### src/rtl/sevenseg_scan.sv
// Multiplexed common-anode seven-segment driver with PWM brightness, optional
// leading-zero suppression and tear-free double-buffered loads.
module sevenseg_scan #(
    parameter int NUM_DIGITS = 4,
    parameter int SCAN_DIV   = 100000
) (
    input  logic                    clk,
    input  logic                    rst_n,
    input  logic [4*NUM_DIGITS-1:0] value,
    input  logic [NUM_DIGITS-1:0]   dp_mask,
    input  logic [NUM_DIGITS-1:0]   blank_mask,
    input  logic                    load,
    input  logic                    lz_en,
    input  logic [3:0]              brightness,
    output logic [NUM_DIGITS-1:0]   an,
    output logic [6:0]              seg,
    output logic                    dp,
    output logic                    pending,
    output logic                    frame_start
);

    localparam int CW   = $clog2(SCAN_DIV);
    localparam int IW   = (NUM_DIGITS > 1) ? $clog2(NUM_DIGITS) : 1;
    localparam int STEP = SCAN_DIV / 16;

    logic [CW-1:0]           cnt;
    logic [IW-1:0]           idx;
    logic [4*NUM_DIGITS-1:0] shadow_value, disp_value;
    logic [NUM_DIGITS-1:0]   shadow_dp, disp_dp;
    logic [NUM_DIGITS-1:0]   shadow_blank, disp_blank;

    logic                    slot_end, last_digit, boundary;
    logic [3:0]              nib;
    logic                    above_zero, dp_bit, blank_bit, suppress, lit;
    logic [NUM_DIGITS-1:0]   an_d;
    logic [6:0]              seg_d;
    logic                    dp_d;

    function automatic logic [6:0] decode(input logic [3:0] h);
        case (h)
            4'h0: decode = 7'b1000000;
            4'h1: decode = 7'b1111001;
            4'h2: decode = 7'b0100100;
            4'h3: decode = 7'b0110000;
            4'h4: decode = 7'b0011001;
            4'h5: decode = 7'b0010010;
            4'h6: decode = 7'b0000010;
            4'h7: decode = 7'b1111000;
            4'h8: decode = 7'b0000000;
            4'h9: decode = 7'b0010000;
            4'hA: decode = 7'b0001000;
            4'hB: decode = 7'b0000011;
            4'hC: decode = 7'b1000110;
            4'hD: decode = 7'b0100001;
            4'hE: decode = 7'b0000110;
            default: decode = 7'b0001110;
        endcase
    endfunction

    assign slot_end   = (cnt == CW'(SCAN_DIV - 1));
    assign last_digit = (idx == IW'(NUM_DIGITS - 1));
    assign boundary   = slot_end && last_digit;

    always_ff @(posedge clk) begin
        if (!rst_n) begin
            cnt <= '0;
            idx <= '0;
        end else if (slot_end) begin
            cnt <= '0;
            idx <= last_digit ? '0 : idx + IW'(1);
        end else begin
            cnt <= cnt + CW'(1);
        end
    end

    // A load coinciding with the boundary still moves the older shadow out
    // first, so pending must stay set for the newly captured data.
    always_ff @(posedge clk) begin
        if (!rst_n) begin
            shadow_value <= '0;
            shadow_dp    <= '0;
            shadow_blank <= '0;
            disp_value   <= '0;
            disp_dp      <= '0;
            disp_blank   <= '0;
            pending      <= 1'b0;
        end else begin
            if (boundary && pending) begin
                disp_value <= shadow_value;
                disp_dp    <= shadow_dp;
                disp_blank <= shadow_blank;
            end
            if (load) begin
                shadow_value <= value;
                shadow_dp    <= dp_mask;
                shadow_blank <= blank_mask;
                pending      <= 1'b1;
            end else if (boundary) begin
                pending <= 1'b0;
            end
        end
    end

    always_comb begin
        nib        = '0;
        dp_bit     = 1'b0;
        blank_bit  = 1'b0;
        above_zero = 1'b1;
        for (int i = 0; i < NUM_DIGITS; i++) begin
            if (IW'(i) == idx) begin
                nib       = disp_value[4*i +: 4];
                dp_bit    = disp_dp[i];
                blank_bit = disp_blank[i];
            end
            if (i >= int'(idx) && disp_value[4*i +: 4] != 4'h0) begin
                above_zero = 1'b0;
            end
        end
        suppress = lz_en && (idx != '0) && above_zero;
        lit      = (32'(cnt) < 32'(STEP) * 32'(brightness));

        an_d  = '1;
        seg_d = 7'h7F;
        dp_d  = 1'b1;
        if (lit) begin
            an_d[idx] = 1'b0;
            if (!blank_bit) begin
                seg_d = suppress ? 7'h7F : decode(nib);
                dp_d  = ~dp_bit;
            end
        end
    end

    always_ff @(posedge clk) begin
        if (!rst_n) begin
            an          <= '1;
            seg         <= 7'h7F;
            dp          <= 1'b1;
            frame_start <= 1'b0;
        end else begin
            an          <= an_d;
            seg         <= seg_d;
            dp          <= dp_d;
            frame_start <= (idx == '0) && (cnt == '0);
        end
    end

endmodule

### config.mk
export PLATFORM = sky130hd
export DESIGN_NAME = sevenseg_scan
export DESIGN_NICKNAME = d
export VERILOG_FILES = /design/src/rtl/sevenseg_scan.sv
export SDC_FILE = /design/constraint.sdc
export NUM_CORES = 1
export LEC_CHECK = 0
export ABC_AREA = 1
export CORE_UTILIZATION = 40
export CTS_BUF_LIST = sky130_fd_sc_hd__clkbuf_4
export CTS_CLUSTER_SIZE = 10
export DETAILED_ROUTE_END_ITERATION = 10
export PLACE_DENSITY_LB_ADDON = 0.25
export SLEW_MARGIN = 10
export SYNTH_ARGS = -nofsm -noshare
export SYNTH_HDL_FRONTEND = slang
export SYNTH_SLANG_ARGS = --single-unit
### constraint.sdc
create_clock -name clk -period 4.1 [get_ports clk]
set_input_delay 0.82 -clock clk [delete_from_list [all_inputs] [get_ports clk]]
set_output_delay 0.82 -clock clk [all_outputs]
set_load 0.01 [all_outputs]
==> impl_metrics.csv <==
group,metric,value,unit
logic_synthesis,syn_nets,750,
timing,finalSetupTns,0,ns
hold_path,hold_path.class,"reg2reg",
power,power_frac_comb,16.3,%
logic_synthesis,yosysWarningCount,0,
setup_path,cp_slowest_stage_delay,0.51,ns
logic_synthesis,ys_seq_area_share,35.0,%
routing,wl_per_cell,11.5,um
finish,drive_above_1_share,9.92,%
clock_tree,clock-sinks,81,
floorplanning,rows,38,
timing,post-route-period-util,93.0,%
clock_tree,cts_tree,"yes",
grt,grt_pass1_vias,4025,
logic_synthesis,yosysTopAreaCell,"dfxtp_1",
power,pwr_density_cell,279,nW/um^2
clock_tree,cts.clk_slew.worst_paths,0.13,ns
logic_synthesis,synth_xor_xnor_area_share,2.83,%
power,p_switching,0.399,mW
grt,grt_max_degree,53,
placed_design,hpwl,7.62,mm
logic_synthesis,synth.avg_cell_area,6.90,sq um
routing,num_vias,4146,
setup_path,slowest_stage,"clkdlybuf4s50_1",
timing,max-slew-margin-rel,50.1,%
setup_path,cp_max_fo,7,
finish,nFillCells,1136,
setup_path,cp-end-kind,"flop",
finish,num_antenna_cells,0,
timing,clock_skew,0.0239,ns
routing,drt-initial-drc-count,207,
routing,wl,10.1,mm
power,swShare,26.1,%
timing,period_needed,3.81,ns
logic_synthesis,netlist_area,4640,sq um
logic_synthesis,synth_fa_ha_area_share,12.4,%
power,ir_drop,172,uV
logic_synthesis,synth_top_family_by_area,"simple AND/OR/NAND/NOR gates",
logic_synthesis,synth_edf_count,0,
floorplanning,start_util,41.9,%
logic_synthesis,synth-simple-area-share,32.3,%
grt,grt_usage,18.4,%
finish,post-route-util,49.5,%
timing,holdWs,0.481,ns
power,p_clk_share,29.7,%
floorplanning,dieArea,12000,sq um
grt,grt_pass1_wl,17.4,mm
timing,slew_violations,0,
finish,nets,810,
logic_synthesis,synthMuxAreaShare,0,%
placed_design,post_dp_cell_area,5340,sq um
timing,hold_viol,0,
setup_path,crit_buf_inv,3,
clock_tree,clock_latency,0.42,ns
setup_path,cp_cell_sequence,"clkdlybuf4s50_1 > inv_1 > ha_1 > inv_1 > ha_1 > ha_1 > a21oi_1 > o21ai_0 > a21oi_1 > xor2_1 > ha_1 > nand2_1 > o21ai_0 > nand2_1 > nand2_1 > nor2_2 > nand2_1 > nor2_4 > nand2_1",
power,p_seq_share,54.0,%
routing,ant_nets,0,
timing,fmaxAchievable,0.262,GHz
setup_path,start_kind,"input pin",
placed_design,io_buffers,45,
status,status,"completed",
floorplanning,core-area,11100,sq um
power,p_leak,2.70,nW
grt,antenna_found_initial,0,
clock_tree,cts_buffer_depth,2,
clock_tree,numCtsBuffers,9,
setup_path,crit_top_cell,"nand2_1",
logic_synthesis,synthArstFlopShare,0,%
floorplanning,die_h,110,um
clock_tree,cts-root-buf,"clkbuf_4",
grt,overflow,0,
logic_synthesis,synth_top_area_share,35.0,%
setup_path,crit_type,"in2reg",
routing,viasPerCell,4.73,
logic_synthesis,synth_area_leaders,"dfxtp_1, nand2_1, ha_1, nor2_1, inv_1",
power,intPower,1.13,mW
finish,synthToLayoutAreaGrowth,18.3,%
setup_path,required,4.40,ns
placed_design,gp_congestion,0.802,
logic_synthesis,synth_cell_types,35,
setup_path,cp_top_family,"adder cells",
setup_path,crit_arrival,4.11,ns
floorplanning,die_w,110,um
floorplanning,ioPinCount,46,
logic_synthesis,synth-compound-area-share,8.72,%
logic_synthesis,netlist_instances,672,
routing,drt_pass1_iterations,4,
routing,drc,0,
timing,setup_violations,0,
clock_tree,cts-htree-levels,3,
logic_synthesis,synth-seq-cells,81,
finish,fin_area,5490,sq um
timing,tightest_slew,0.741,ns
timing,grt_setup_unrepaired,"no",
logic_synthesis,synth_flop_cell,"dfxtp_1",
flow_run,maxCapViolCount,0,
metrics by stage:
| step | worst slack, ns | total power, mW | instances |
|---|---|---|---|
| finish | 0.287 | 1.53 | 876 |
| global route | 0.0134 | 1.62 | 876 |
| CTS | 0.168 | 1.54 | 876 |
| detailed placement | -0.252 | 1.09 | 861 |
| global placement | -0.101 | 1.08 | 861 |
| floorplan | 0.367 | 0.980 | 672 |
sequential cells by signal, summed over array words and instances, names as in the netlist:
signal and count:
cnt 17, disp_value 16, shadow_value 16, seg 7, an 4, disp_blank 4
disp_dp 4, shadow_blank 4, shadow_dp 4, idx 2, dp 1, frame_start 1
pending 1
cells by family after synthesis:
family	after synthesis
AO/OA/AOI/OAI	76
buffers and inverters	101
flip-flops	81
adder cells (fa/ha/maj)	46
AND/OR/NAND/NOR	353
XOR/XNOR	15
final timing paths:
path	from	to	slack, ns	cells after the start
worst max-delay path	brightness[2]	seg[5]	0.29	19
worst min-delay path	cnt[0]	cnt[0]	0.48	1
worst max register to register	idx[0]	seg[0]	1.38	11
worst min register to register	cnt[0]	cnt[0]	0.48	1
cells in the mapped netlist, types with 2 or more instances:
| library cell | number |
|---|---|
| nand2_1 | 161 |
| nor2_1 | 110 |
| dfxtp_1 | 81 |
| inv_1 | 76 |
| ha_1 | 46 |
| o21ai_0 | 37 |
| a21oi_1 | 29 |
| nand3_1 | 26 |
| nor2_2 | 21 |
| nor3_1 | 13 |
| clkbuf_1 | 11 |
| xor2_1 | 11 |
| nand4_1 | 10 |
| buf_2 | 5 |
| inv_2 | 5 |
| nand2_2 | 4 |
| xnor2_1 | 4 |
| buf_6 | 3 |
| nor3b_1 | 2 |
| o211ai_1 | 2 |
repair_timing:
item	CTS	global route
buffers inserted	0	0
hold buffers	0	0
setup endpoints to repair	0	9
gates resized for setup	0	6
power groups by stage:
stage          combinational [mW]  clock (mW)  sequential [mW]
2_1_floorplan               0.136           0            0.843
3_3_place_gp                0.242           0            0.843
3_5_place_dp                0.248           0            0.844
4_1_cts                     0.250       0.466            0.827
5_1_grt                     0.285       0.501            0.829
6_report                    0.249       0.454            0.826
metal layers:
metal  GRT usage [%]  wire length [um]
met1            22.1              4990
met3            2.73               278
met2            31.9              4610
met4            9.05               237
met5               0                 0
area by class of cell:
cell class,count,area [sq um],share of cell area [%]
Tap cell,140,175,3.19
Inverter,81,304,5.54
Clock buffer,11,82.6,1.51
Sequential cell,81,1620,29.6
Multi-Input combinational cell,490,2620,47.8
Timing Repair Buffer,69,636,11.6
Clock inverter,4,45.0,0.821
layout by cell type (no fill, tap or decap), types with 2 or more instances in the layout:
cell,count
nand4_1,10
xnor2_1,4
o21ai_0,36
clkdlybuf4s50_1,43
xor2_1,11
clkbuf_4,11
nor2_1,109
nor3_1,13
nand2_2,4
nor3b_1,2
ha_1,46
nor2_2,21
dfxtp_1,81
dlymetal6s2s_1,2
o211ai_1,2
buf_4,24
inv_1,76
inv_2,5
a21oi_1,29
nor2_4,2
nand3_1,26
nand2_1,161
clkinv_1,2
No activity file was read; power rests on OpenSTA's default activity.
